<file path="config.mk">
export PLATFORM = sky130hd
export DESIGN_NAME = rvx_i2c_target_responder_flat
export DESIGN_NICKNAME = d
export VERILOG_FILES = /design/src/rtl/rvx_i2c_target_responder_pkg.sv /design/src/rtl/rvx_i2c_target_responder_if.sv /design/src/rtl/rvx_i2c_line_filter.sv /design/src/rtl/rvx_i2c_target_responder.sv /design/src/flat_wrapper.sv
export SDC_FILE = /design/constraint.sdc
export NUM_CORES = 1
export LEC_CHECK = 0
export ABC_AREA = 1
export CORE_MARGIN = 4
export CORE_UTILIZATION = 58
export DETAILED_ROUTE_END_ITERATION = 6
export PLACE_DENSITY_LB_ADDON = 0.12
export SLEW_MARGIN = 15
export SYNTH_ARGS = -nofsm -noshare
export SYNTH_HDL_FRONTEND = slang
export SYNTH_SLANG_ARGS = --single-unit
</file>
<file path="constraint.sdc">
create_clock -name clk -period 2.1 [get_ports clk]
set_input_delay 0.63 -clock clk [delete_from_list [all_inputs] [get_ports clk]]
set_output_delay 0.63 -clock clk [all_outputs]
set_load 0.01 [all_outputs]
</file>
<file path="src/rtl/rvx_i2c_target_responder_pkg.sv">
// Shared FSM encodings and bus constants for the I2C target responder.
// Latency: n/a (declarations only).
// Backpressure: n/a.
package rvx_i2c_target_responder_pkg;

    // 4-bit state encodings for the responder FSM
    typedef enum logic [3:0] {
        ST_IDLE      = 4'd0,
        ST_ADDR      = 4'd1,
        ST_ADDR_ACK  = 4'd2,
        ST_PTR       = 4'd3,
        ST_PTR_ACK   = 4'd4,
        ST_WDATA     = 4'd5,
        ST_WDATA_ACK = 4'd6,
        ST_RDATA     = 4'd7,
        ST_RDATA_ACK = 4'd8,
        ST_WAIT_STOP = 4'd9
    } state_t;

    // SDA levels of the ninth (acknowledge) bit
    localparam logic ACK_LVL  = 1'b0;
    localparam logic NACK_LVL = 1'b1;

    // Reserved general-call address
    localparam logic [6:0] GENERAL_CALL_ADDR = 7'h00;

    // Register pointer advance, wrapping 8'hFF -> 8'h00
    function automatic logic [7:0] ptr_next(input logic [7:0] ptr);
        return ptr + 8'd1;
    endfunction

endpackage

</file>
<file path="src/rtl/rvx_i2c_target_responder_if.sv">
// Local register-file access bus driven by the I2C target responder.
// Latency: strobes are single cycle; reg_rdata is expected the cycle after reg_rd_en.
// Backpressure: none; the register file must accept every strobe.
// Ports: reg_wr_en/reg_rd_en strobes, reg_addr pointer, reg_wdata write data, reg_rdata read data.
interface rvx_i2c_target_responder_if;
    import rvx_i2c_target_responder_pkg::*;

    logic       reg_wr_en;
    logic       reg_rd_en;
    logic [7:0] reg_addr;
    logic [7:0] reg_wdata;
    logic [7:0] reg_rdata;

    // master: the responder; slave: the local register file
    modport master (output reg_wr_en, reg_rd_en, reg_addr, reg_wdata, input reg_rdata);
    modport slave  (input reg_wr_en, reg_rd_en, reg_addr, reg_wdata, output reg_rdata);

endinterface

</file>
<file path="src/rtl/rvx_i2c_line_filter.sv">
// Synchronises one asynchronous I2C pad, filters glitches and flags level edges.
// Latency: 2 sync cycles + FILTER_LEN cycles from pad change to filtered level/edge flag.
// Backpressure: none (free-running sampler).
// Ports: clk, rstnn, pad_in (async) -> lvl (filtered), rise/fall (one-cycle flags with lvl change).
module rvx_i2c_line_filter #(
    parameter int FILTER_LEN = 3
) (
    input  logic clk,
    input  logic rstnn,
    input  logic pad_in,
    output logic lvl,
    output logic rise,
    output logic fall
);

    localparam int CW = (FILTER_LEN > 1) ? $clog2(FILTER_LEN + 1) : 1;

    logic [1:0]    sync;
    logic [CW-1:0] cnt;

    // Sync chain and level preset to 1: an idle bus is pulled high.
    always_ff @(posedge clk or negedge rstnn) begin
        if (!rstnn) begin
            sync <= 2'b11;
            lvl  <= 1'b1;
            cnt  <= '0;
            rise <= 1'b0;
            fall <= 1'b0;
        end else begin
            sync <= {sync[0], pad_in};
            rise <= 1'b0;
            fall <= 1'b0;
            if (sync[1] == lvl) begin
                cnt <= '0;
            end else if (cnt == CW'(FILTER_LEN - 1)) begin
                // FILTER_LEN consecutive differing samples: accept new level
                lvl  <= sync[1];
                cnt  <= '0;
                rise <= sync[1];
                fall <= ~sync[1];
            end else begin
                cnt <= cnt + 1'b1;
            end
        end
    end

endmodule

</file>
<file path="src/rtl/rvx_i2c_target_responder.sv">
// I2C target: decodes START/STOP, matches DEVICE_ADDR, maps pointer reads/writes onto reg_bus.
// Latency: line filter (2+FILTER_LEN cycles) then 1 cycle to strobes; read data reaches SDA 2 cycles after reg_rd_en.
// Backpressure: none; no clock stretching, register file must respond on time.
// Ports: clk, rstnn, i2c_scl_in/i2c_sda_in pads, i2c_sda_oe (1 = pull low), busy, irq_wr_done, reg_bus (master).
// Option: RVX_I2C_TARGET_GENERAL_CALL_EN also ACKs address 7'h00+W and writes data from pointer 8'h00.
module rvx_i2c_target_responder
    import rvx_i2c_target_responder_pkg::*;
#(
    parameter logic [6:0] DEVICE_ADDR = 7'h50,
    parameter int         FILTER_LEN  = 3
) (
    input  logic                               clk,
    input  logic                               rstnn,
    input  logic                               i2c_scl_in,
    input  logic                               i2c_sda_in,
    output logic                               i2c_sda_oe,
    output logic                               busy,
    output logic                               irq_wr_done,
    rvx_i2c_target_responder_if.master         reg_bus
);

    logic scl_lvl, scl_rise, scl_fall;
    logic sda_lvl, sda_rise, sda_fall;

    rvx_i2c_line_filter #(.FILTER_LEN(FILTER_LEN)) u_scl_filter (
        .clk    (clk),
        .rstnn  (rstnn),
        .pad_in (i2c_scl_in),
        .lvl    (scl_lvl),
        .rise   (scl_rise),
        .fall   (scl_fall)
    );

    rvx_i2c_line_filter #(.FILTER_LEN(FILTER_LEN)) u_sda_filter (
        .clk    (clk),
        .rstnn  (rstnn),
        .pad_in (i2c_sda_in),
        .lvl    (sda_lvl),
        .rise   (sda_rise),
        .fall   (sda_fall)
    );

    logic start_det, stop_det;
    assign start_det = sda_fall & scl_lvl;
    assign stop_det  = sda_rise & scl_lvl;

    state_t     state, ack_next;
    logic [3:0] bit_cnt;
    logic [7:0] shift;
    logic [7:0] ptr;
    logic       sda_oe;
    logic       wr_en, rd_en, rd_latch;
    logic [7:0] addr, wdata;
    logic       wr_flag;

    // Byte as it will stand once the SDA level sampled on this SCL rise is shifted in
    logic [7:0] byte_in;
    assign byte_in = {shift[6:0], sda_lvl};

    always_ff @(posedge clk or negedge rstnn) begin
        if (!rstnn) begin
            state       <= ST_IDLE;
            ack_next    <= ST_IDLE;
            bit_cnt     <= 4'd0;
            shift       <= 8'h00;
            ptr         <= 8'h00;
            sda_oe      <= 1'b0;
            wr_en       <= 1'b0;
            rd_en       <= 1'b0;
            rd_latch    <= 1'b0;
            addr        <= 8'h00;
            wdata       <= 8'h00;
            wr_flag     <= 1'b0;
            busy        <= 1'b0;
            irq_wr_done <= 1'b0;
        end else begin
            wr_en       <= 1'b0;
            rd_en       <= 1'b0;
            irq_wr_done <= 1'b0;
            rd_latch    <= rd_en;

            if (start_det) begin
                state    <= ST_ADDR;
                bit_cnt  <= 4'd0;
                sda_oe   <= 1'b0;
                wr_flag  <= 1'b0;
                rd_latch <= 1'b0;
            end else if (stop_det) begin
                state       <= ST_IDLE;
                bit_cnt     <= 4'd0;
                sda_oe      <= 1'b0;
                busy        <= 1'b0;
                irq_wr_done <= wr_flag;
                wr_flag     <= 1'b0;
                rd_latch    <= 1'b0;
            end else begin
                // Register file answered the read strobe: load byte and present its MSB
                if (rd_latch) begin
                    shift  <= reg_bus.reg_rdata;
                    sda_oe <= ~reg_bus.reg_rdata[7];
                    ptr    <= ptr_next(ptr);
                end

                unique case (state)
                    ST_ADDR: begin
                        if (scl_rise) begin
                            shift   <= byte_in;
                            bit_cnt <= bit_cnt + 4'd1;
                            if (bit_cnt == 4'd7) begin
                                if (byte_in[7:1] == DEVICE_ADDR) begin
                                    state    <= ST_ADDR_ACK;
                                    busy     <= 1'b1;
                                    ack_next <= byte_in[0] ? ST_RDATA : ST_PTR;
                                end
`ifdef RVX_I2C_TARGET_GENERAL_CALL_EN
                                else if (byte_in[7:1] == GENERAL_CALL_ADDR && !byte_in[0]) begin
                                    // General call skips the pointer phase
                                    state    <= ST_ADDR_ACK;
                                    busy     <= 1'b1;
                                    ack_next <= ST_WDATA;
                                    ptr      <= 8'h00;
                                end
`endif
                                else begin
                                    state <= ST_WAIT_STOP;
                                    busy  <= 1'b0;
                                end
                            end
                        end
                    end

                    ST_PTR: begin
                        if (scl_rise) begin
                            shift   <= byte_in;
                            bit_cnt <= bit_cnt + 4'd1;
                            if (bit_cnt == 4'd7) begin
                                ptr      <= byte_in;
                                state    <= ST_PTR_ACK;
                                ack_next <= ST_WDATA;
                            end
                        end
                    end

                    ST_WDATA: begin
                        if (scl_rise) begin
                            shift   <= byte_in;
                            bit_cnt <= bit_cnt + 4'd1;
                            if (bit_cnt == 4'd7) begin
                                wr_en    <= 1'b1;
                                addr     <= ptr;
                                wdata    <= byte_in;
                                ptr      <= ptr_next(ptr);
                                wr_flag  <= 1'b1;
                                state    <= ST_WDATA_ACK;
                                ack_next <= ST_WDATA;
                            end
                        end
                    end

                    // bit_cnt==8 marks the SCL fall ending bit 8 (start driving the ACK);
                    // the following fall ends the ACK clock.
                    ST_ADDR_ACK, ST_PTR_ACK, ST_WDATA_ACK: begin
                        if (scl_fall) begin
                            if (bit_cnt == 4'd8) begin
                                sda_oe  <= 1'b1;
                                bit_cnt <= 4'd0;
                            end else begin
                                sda_oe <= 1'b0;
                                state  <= ack_next;
                                if (ack_next == ST_RDATA) begin
                                    rd_en <= 1'b1;
                                    addr  <= ptr;
                                end
                            end
                        end
                    end

                    ST_RDATA: begin
                        if (scl_rise) begin
                            bit_cnt <= bit_cnt + 4'd1;
                        end else if (scl_fall) begin
                            if (bit_cnt == 4'd8) begin
                                sda_oe  <= 1'b0;
                                bit_cnt <= 4'd0;
                                state   <= ST_RDATA_ACK;
                            end else if (bit_cnt != 4'd0) begin
                                shift  <= {shift[6:0], 1'b0};
                                sda_oe <= ~shift[6];
                            end
                        end
                    end

                    // bit_cnt==1 records a controller ACK until the ACK clock falls
                    ST_RDATA_ACK: begin
                        if (scl_rise) begin
                            if (sda_lvl == NACK_LVL) begin
                                state <= ST_WAIT_STOP;
                                busy  <= 1'b0;
                            end else begin
                                bit_cnt <= 4'd1;
                            end
                        end else if (scl_fall && bit_cnt == 4'd1) begin
                            rd_en   <= 1'b1;
                            addr    <= ptr;
                            bit_cnt <= 4'd0;
                            state   <= ST_RDATA;
                        end
                    end

                    default: begin
                        // IDLE and WAIT_STOP ignore bit traffic until START/STOP
                    end
                endcase
            end
        end
    end

    assign i2c_sda_oe        = sda_oe;
    assign reg_bus.reg_wr_en = wr_en;
    assign reg_bus.reg_rd_en = rd_en;
    assign reg_bus.reg_addr  = addr;
    assign reg_bus.reg_wdata = wdata;

endmodule

</file>
<file path="src/flat_wrapper.sv">
// flat-port wrapper written by rule: the top's interface ports become plain ports
module rvx_i2c_target_responder_flat import rvx_i2c_target_responder_pkg::*;
#(
    parameter logic [6:0] DEVICE_ADDR = 7'h50,
    parameter int         FILTER_LEN  = 3
)
  (clk, rstnn, i2c_scl_in, i2c_sda_in, i2c_sda_oe, busy, irq_wr_done, reg_bus_reg_wr_en, reg_bus_reg_rd_en, reg_bus_reg_addr, reg_bus_reg_wdata, reg_bus_reg_rdata);
  rvx_i2c_target_responder_if reg_bus_i ();
  input  logic clk;
  input  logic rstnn;
  input  logic i2c_scl_in;
  input  logic i2c_sda_in;
  output logic i2c_sda_oe;
  output logic busy;
  output logic irq_wr_done;
  output wire logic [$bits(reg_bus_i.reg_wr_en)-1:0] reg_bus_reg_wr_en;
  output wire logic [$bits(reg_bus_i.reg_rd_en)-1:0] reg_bus_reg_rd_en;
  output wire logic [$bits(reg_bus_i.reg_addr)-1:0] reg_bus_reg_addr;
  output wire logic [$bits(reg_bus_i.reg_wdata)-1:0] reg_bus_reg_wdata;
  input wire logic [$bits(reg_bus_i.reg_rdata)-1:0] reg_bus_reg_rdata;
  assign reg_bus_reg_wr_en = reg_bus_i.reg_wr_en;
  assign reg_bus_reg_rd_en = reg_bus_i.reg_rd_en;
  assign reg_bus_reg_addr = reg_bus_i.reg_addr;
  assign reg_bus_reg_wdata = reg_bus_i.reg_wdata;
  assign reg_bus_i.reg_rdata = reg_bus_reg_rdata;
  rvx_i2c_target_responder #(.DEVICE_ADDR(DEVICE_ADDR), .FILTER_LEN(FILTER_LEN)) u_core (.clk(clk), .rstnn(rstnn), .i2c_scl_in(i2c_scl_in), .i2c_sda_in(i2c_sda_in), .i2c_sda_oe(i2c_sda_oe), .busy(busy), .irq_wr_done(irq_wr_done), .reg_bus(reg_bus_i));
endmodule
</file>
# Yosys cells after proc, flatten, opt, wreduce, memory -nomap -nowiden
# Cells that the tools add are included.
# op_classes
bitwise,10
reduce_logical,23
n_eq_ne,48
mux,107
n_addsub,4
# ops
operator,count
8-bit 2-to-1 mux,18
4-bit 2-to-1 mux,31
1-bit 2-to-1 mux,44
8-bit case mux with 2 select lines,2
"4-bit by 2-bit != test with 1-bit output, second input constant",7
"4-bit by 3-bit equality test with 1-bit output, second input constant",6
4-bit case mux with 6 select lines,1
8-bit case mux with 3 select lines,1
"4-bit by 1-bit != test with 1-bit output, second input constant",5
4-bit case mux with 4 select lines,1
3-bit nonzero test,5
"2-bit by 1-bit != test with 1-bit output, second input constant",7
14-bit AND reduction,1
"2-bit != test, second input constant",5
"5-bit by 3-bit != test with 1-bit output, second input constant",2
10-bit AND reduction,1
"3-bit by 2-bit != test with 1-bit output, second input constant",3
"8-bit by 1-bit adder with 8-bit output, second input constant",1
"4-bit by 1-bit equality test with 1-bit output, second input constant",2
"4-bit by 2-bit equality test with 1-bit output, second input constant",2
"4-bit equality test, second input constant",2
2-bit 2-to-1 mux,4
1-bit inverter,8
4-bit case mux with 2 select lines,1
other kinds (23),32
# totals
ff_bits,65
word_cells,216
output_inout_bits,21

# Longest topological paths before layout
# logic_depth
word_depth,9
ltp_mapped,12

# Modules after synthesis
# From an unflattened synthesis, not the netlist that was laid out.
# hier_totals
cells_unflattened,525
area_unflattened_um2,3749.8
# modules_own_cells
mod,area_each_um2,instances,cells_per_inst,seq_area_each_um2
rvx_i2c_target_responder,3261.9,1,481,1226.2
rvx_i2c_line_filter,244.0,2,22,178.9

# Worst setup path after synthesis
# Ideal clock, no wire load.
# synth_path
path_kind,reg2reg
startpoint,reg u_core.bit_cnt[0]
endpoint,reg u_core.addr[7] (netlist: u_core.reg_bus.reg_addr[7])
period_less_slack_ns,1.670
path_slack_ns,0.430
arrival_ns,1.552
path_buffers,1
path_stages_with_launch,12
path_cell_list,dfrtp_1 inv_1 ha_1 inv_1 nor2_1 nand2_1 o21ai_1 nor3_4 nand2_2 buf_6 nand2_2 o21ai_2
# synth_between
elab_chain_len,4
elab_cells_between_ends,8
# synth_rtl
item,line_no,rtl
start: declaration,rvx_i2c_target_responder.sv:48,logic [3:0] bit_cnt;
start signal: assignment,rvx_i2c_target_responder.sv:108,bit_cnt <= bit_cnt + 4'd1;
start signal: assignment,rvx_i2c_target_responder.sv:135,bit_cnt <= bit_cnt + 4'd1;
start signal: assignment,rvx_i2c_target_responder.sv:147,bit_cnt <= bit_cnt + 4'd1;
4-bit by 1-bit equality test with 1-bit output,rvx_i2c_target_responder.sv:202,end else if (scl_fall && bit_cnt == 4'd1) begin
1-bit logical AND,rvx_i2c_target_responder.sv:202,
2-bit by 1-bit != test with 1-bit output (no source line),-,
10-bit AND reduction (no source line) (*),-,
end signal: assignment,rvx_i2c_target_responder.sv:150,addr <= ptr;
end signal: assignment,rvx_i2c_target_responder.sv:172,addr <= ptr;
end signal: assignment,rvx_i2c_target_responder.sv:204,addr <= ptr;
end: declaration,rvx_i2c_target_responder.sv:53,"logic [7:0] addr, wdata;"
# Mark *: on every way between the ends. The rest lies on a longest branch, timed or not.
# A chain may end at the register's enable or synchronous reset.

# Worst setup path in the final report
# layout_path
startpoint,reg u_core.rd_en (netlist: u_core.reg_bus.reg_rd_en)
endpoint,out reg_bus_reg_rd_en
# layout_lines
item,line_no,rtl
start: declaration,rvx_i2c_target_responder.sv:52,"logic wr_en, rd_en, rd_latch;"
start signal: assignment,rvx_i2c_target_responder.sv:69,rd_en <= 1'b0;
start signal: assignment,rvx_i2c_target_responder.sv:78,rd_en <= 1'b0;
start signal: assignment,rvx_i2c_target_responder.sv:171,rd_en <= 1'b1;
end: declaration,flat_wrapper.sv:17,output wire logic [$bits(reg_bus_i.reg_rd_en)-1:0] reg_bus_reg_rd_en;
# No word-level cell between the ends.

==> results.sh <==
export IMPL_outcome="finished clean"
export IMPL_layout_commonest_cell="nand2_1"
export IMPL_yosys_area_top_type="dfrtp_1"
export IMPL_crit_path_start_kind="flip-flop"
export IMPL_fin_cells=650
export IMPL_ant_nets=0
export IMPL_layout_common_cells="nand2_1 (162), dfrtp_1 (57), nand3_1 (50)"
export IMPL_crit_buf_inv=1
export IMPL_synth_area_top_cells="dfrtp_1 (37%), nand2_1 (16%), nand3_1 (6.5%), inv_1 (4.8%), nor2_1 (4.8%)"
export IMPL_fin_total_pwr_mw=5.62
export IMPL_setup_tns_ps=0
export IMPL_timing_final_ws_setup_ps=204
export IMPL_drive_gt1_frac=0.134
export IMPL_yosys_area_share_simple=0.364
export IMPL_hold_viol_final=0
export IMPL_first_pass_iters=5
export IMPL_grt_ovfl_total=0
export IMPL_antenna_found_initial=0
export IMPL_cp_slowest_cell="clkdlybuf4s50_1"
export IMPL_maxSlewHeadroom=0.725
export IMPL_worstPathMaxFanout=2
export IMPL_rsz0062_at_grt="false"
export IMPL_clock_path_buffers=2
export IMPL_cts_root_buf="clkbuf_8"
export IMPL_pre_cts_slack_ps=190
export IMPL_synth_seq_cells=63
export IMPL_ir_worst_vdd_mv=0.744
export IMPL_holdBufCountCts=0
export IMPL_die_w_um=89.2
export IMPL_grt_pass1_vias=3395
export IMPL_netlist_area_mm2=0.00383
export IMPL_syn_inst=529
export IMPL_yosys_area_share_adder=0.0131
export IMPL_clock_sinks=63
export IMPL_routabilityCongestion=0.990
export IMPL_avgRoutedWirePerCell_um=14.5
export IMPL_period_share=0.903
export IMPL_cpPeakStageDelay_ps=550
export IMPL_worstPathRequired_ps=1470
export IMPL_seq_area_frac_synth=0.414
export IMPL_diodes=0
export IMPL_setup_violations=0
export IMPL_path_clk_slew_ps=70
export IMPL_rows=29
export IMPL_worst_pin_slew_ps=411
export IMPL_clk_latency_ps=350
export IMPL_synth_nets=545
export IMPL_p_leak_nw=2.29
export IMPL_synth_top_family_by_area="simple AND/OR/NAND/NOR gates"
export IMPL_grt_usage=0.256
export IMPL_core_area_mm2=0.00639
export IMPL_drv_cap=0
export IMPL_period_needed_ps=1900
export IMPL_utilization=0.704
export IMPL_cts_tree="built"
export IMPL_die_h_um=89.2
export IMPL_vias=3653
export IMPL_syn_avg_cell_area_um2=7.23
export IMPL_crit_chain="clkdlybuf4s50_1"
export IMPL_start_util=0.599
export IMPL_synth_compound_area_frac=0.116
export IMPL_area_growth_pct=17.5
export IMPL_pin_count=33
export IMPL_crit_family="buffers and inverters"
export IMPL_maxSlewViolCount=0
export IMPL_grt_pass1_wl_mm=15.8
export IMPL_synth_xor_area_frac=0.0114
export IMPL_dpl_cell_area_mm2=0.00424
export IMPL_synth_top_area_frac=0.373
export IMPL_drc_errors=0
export IMPL_holdWs_ps=288
export IMPL_grt_max_degree=64
export IMPL_drt_iter0_drc=274
export IMPL_finalWirelength_mm=9.43
export IMPL_worstPathArrival_ps=1270
export IMPL_fin_area_mm2=0.00450
export IMPL_dieArea_mm2=0.00796
export IMPL_muxShareOfSynthArea=0
export IMPL_hold_path_class="in -> async"
export IMPL_nNetsFinal=584
export IMPL_powerDensity_mw_per_mm2=1250
export IMPL_vias_per_cell=5.62
export IMPL_post_place_cells=634
export IMPL_yosys_warnings=0
export IMPL_synthDistinctLibCells=40
export IMPL_critPathCaptureType="output pin"
export IMPL_critPathKind="reg -> out"
export IMPL_dp_hpwl_mm=6.70
export IMPL_max_freq_mhz=527
export IMPL_io_buffers=32
export IMPL_clock_skew_ps=10.7
export IMPL_htreeDepth=3
export IMPL_cts_buffers_inserted=9
==> metal layers <==
layer | GRT usage | vias to the layer above | share of wire | wire (um)
met5 | 0 | - | 0 | 0
met4 | 0.0853 | 0 | 0.022 | 204
met3 | 0.0636 | 22 | 0.077 | 725
met2 | 0.407 | 146 | 0.46 | 4350
met1 | 0.343 | 1697 | 0.44 | 4150
li1 | - | 1788 | - | -
==> cells in the mapped netlist (all sizes together) <==
cell type	count
dfrtp	57
inv	59
buf	9
nand4	7
o211ai	3
o31ai	1
a22oi	1
dfstp	6
nand2	178
and3	1
o21a	1
xnor2	2
ha	4
clkbuf	5
o221ai	1
a31oi	5
a21oi	8
nand3	52
o21ai	48
o22ai	8
nor3	12
nor2	57
a21boi	1
xor2	3
==> report_power, final <==
part           total, mW  leakage, nW  internal [mW]  switching, mW
registers           1.84        0.817           1.52          0.322
logic               2.44         1.35          0.859           1.59
clock network       1.34        0.124          0.855          0.483
total               5.62         2.29           3.23           2.39
==> area by class of cell <==
class | count | area (um2)
Fill cell | 544 | 1890
Timing Repair Buffer | 42 | 403
Sequential cell | 63 | 1580
Tap cell | 77 | 96.3
Clock buffer | 13 | 159
Clock inverter | 3 | 90.1
Multi-Input combinational cell | 393 | 1940
Inverter | 59 | 224
==> worst paths after layout <==
kind                            slack, ps                                    end                                  start  depth (start not counted)
worst max-delay path                  200                      reg_bus_reg_rd_en     u_core.reg_bus.reg_rd_en$_DFF_PN0_                          1
worst min-delay path                  290                u_core.busy$_DFFE_PN0P_                                  rstnn                          2
worst max register to register        230            u_core.shift[2]$_DFFE_PN0P_            u_core.state[2]$_DFFE_PN0P_                          9
worst min register to register        360  u_core.u_scl_filter.sync[1]$_DFF_PN1_  u_core.u_scl_filter.sync[0]$_DFF_PN1_                          0
max in group asynchronous            1510  u_core.u_scl_filter.sync[1]$_DFF_PN1_                                  rstnn                          2
min in group clk                      360  u_core.u_scl_filter.sync[1]$_DFF_PN1_  u_core.u_scl_filter.sync[0]$_DFF_PN1_                          0
==> timing repair <==
| action | 4_1_cts | 5_1_grt |
|---|---|---|
| buffers inserted | 0 | 0 |
| resized for setup | 0 | 2 |
| endpoints found under the setup margin | 0 | 15 |
==> registers in the layout, summed over array words and instances, names as in the netlist, 3 cells and up <==
signal / flops
u_core.ack_next: 3
u_core.bit_cnt: 4
u_core.ptr: 8
u_core.reg_bus.reg_addr: 8
u_core.reg_bus.reg_wdata: 8
u_core.shift: 7
u_core.state: 4
==> kinds of logic (layout without fill, tap and decap cells) <==
logic type               count (synthesis)  after routing
AO/OA/AOI/OAI                           77             77
adder cells (fa/ha/maj)                  4              4
flip-flops                              63             63
buffers and inverters                   73            117
AND/OR/NAND/NOR                        307            307
XOR/XNOR                                 5              5
(Power assumes the default switching activity.)
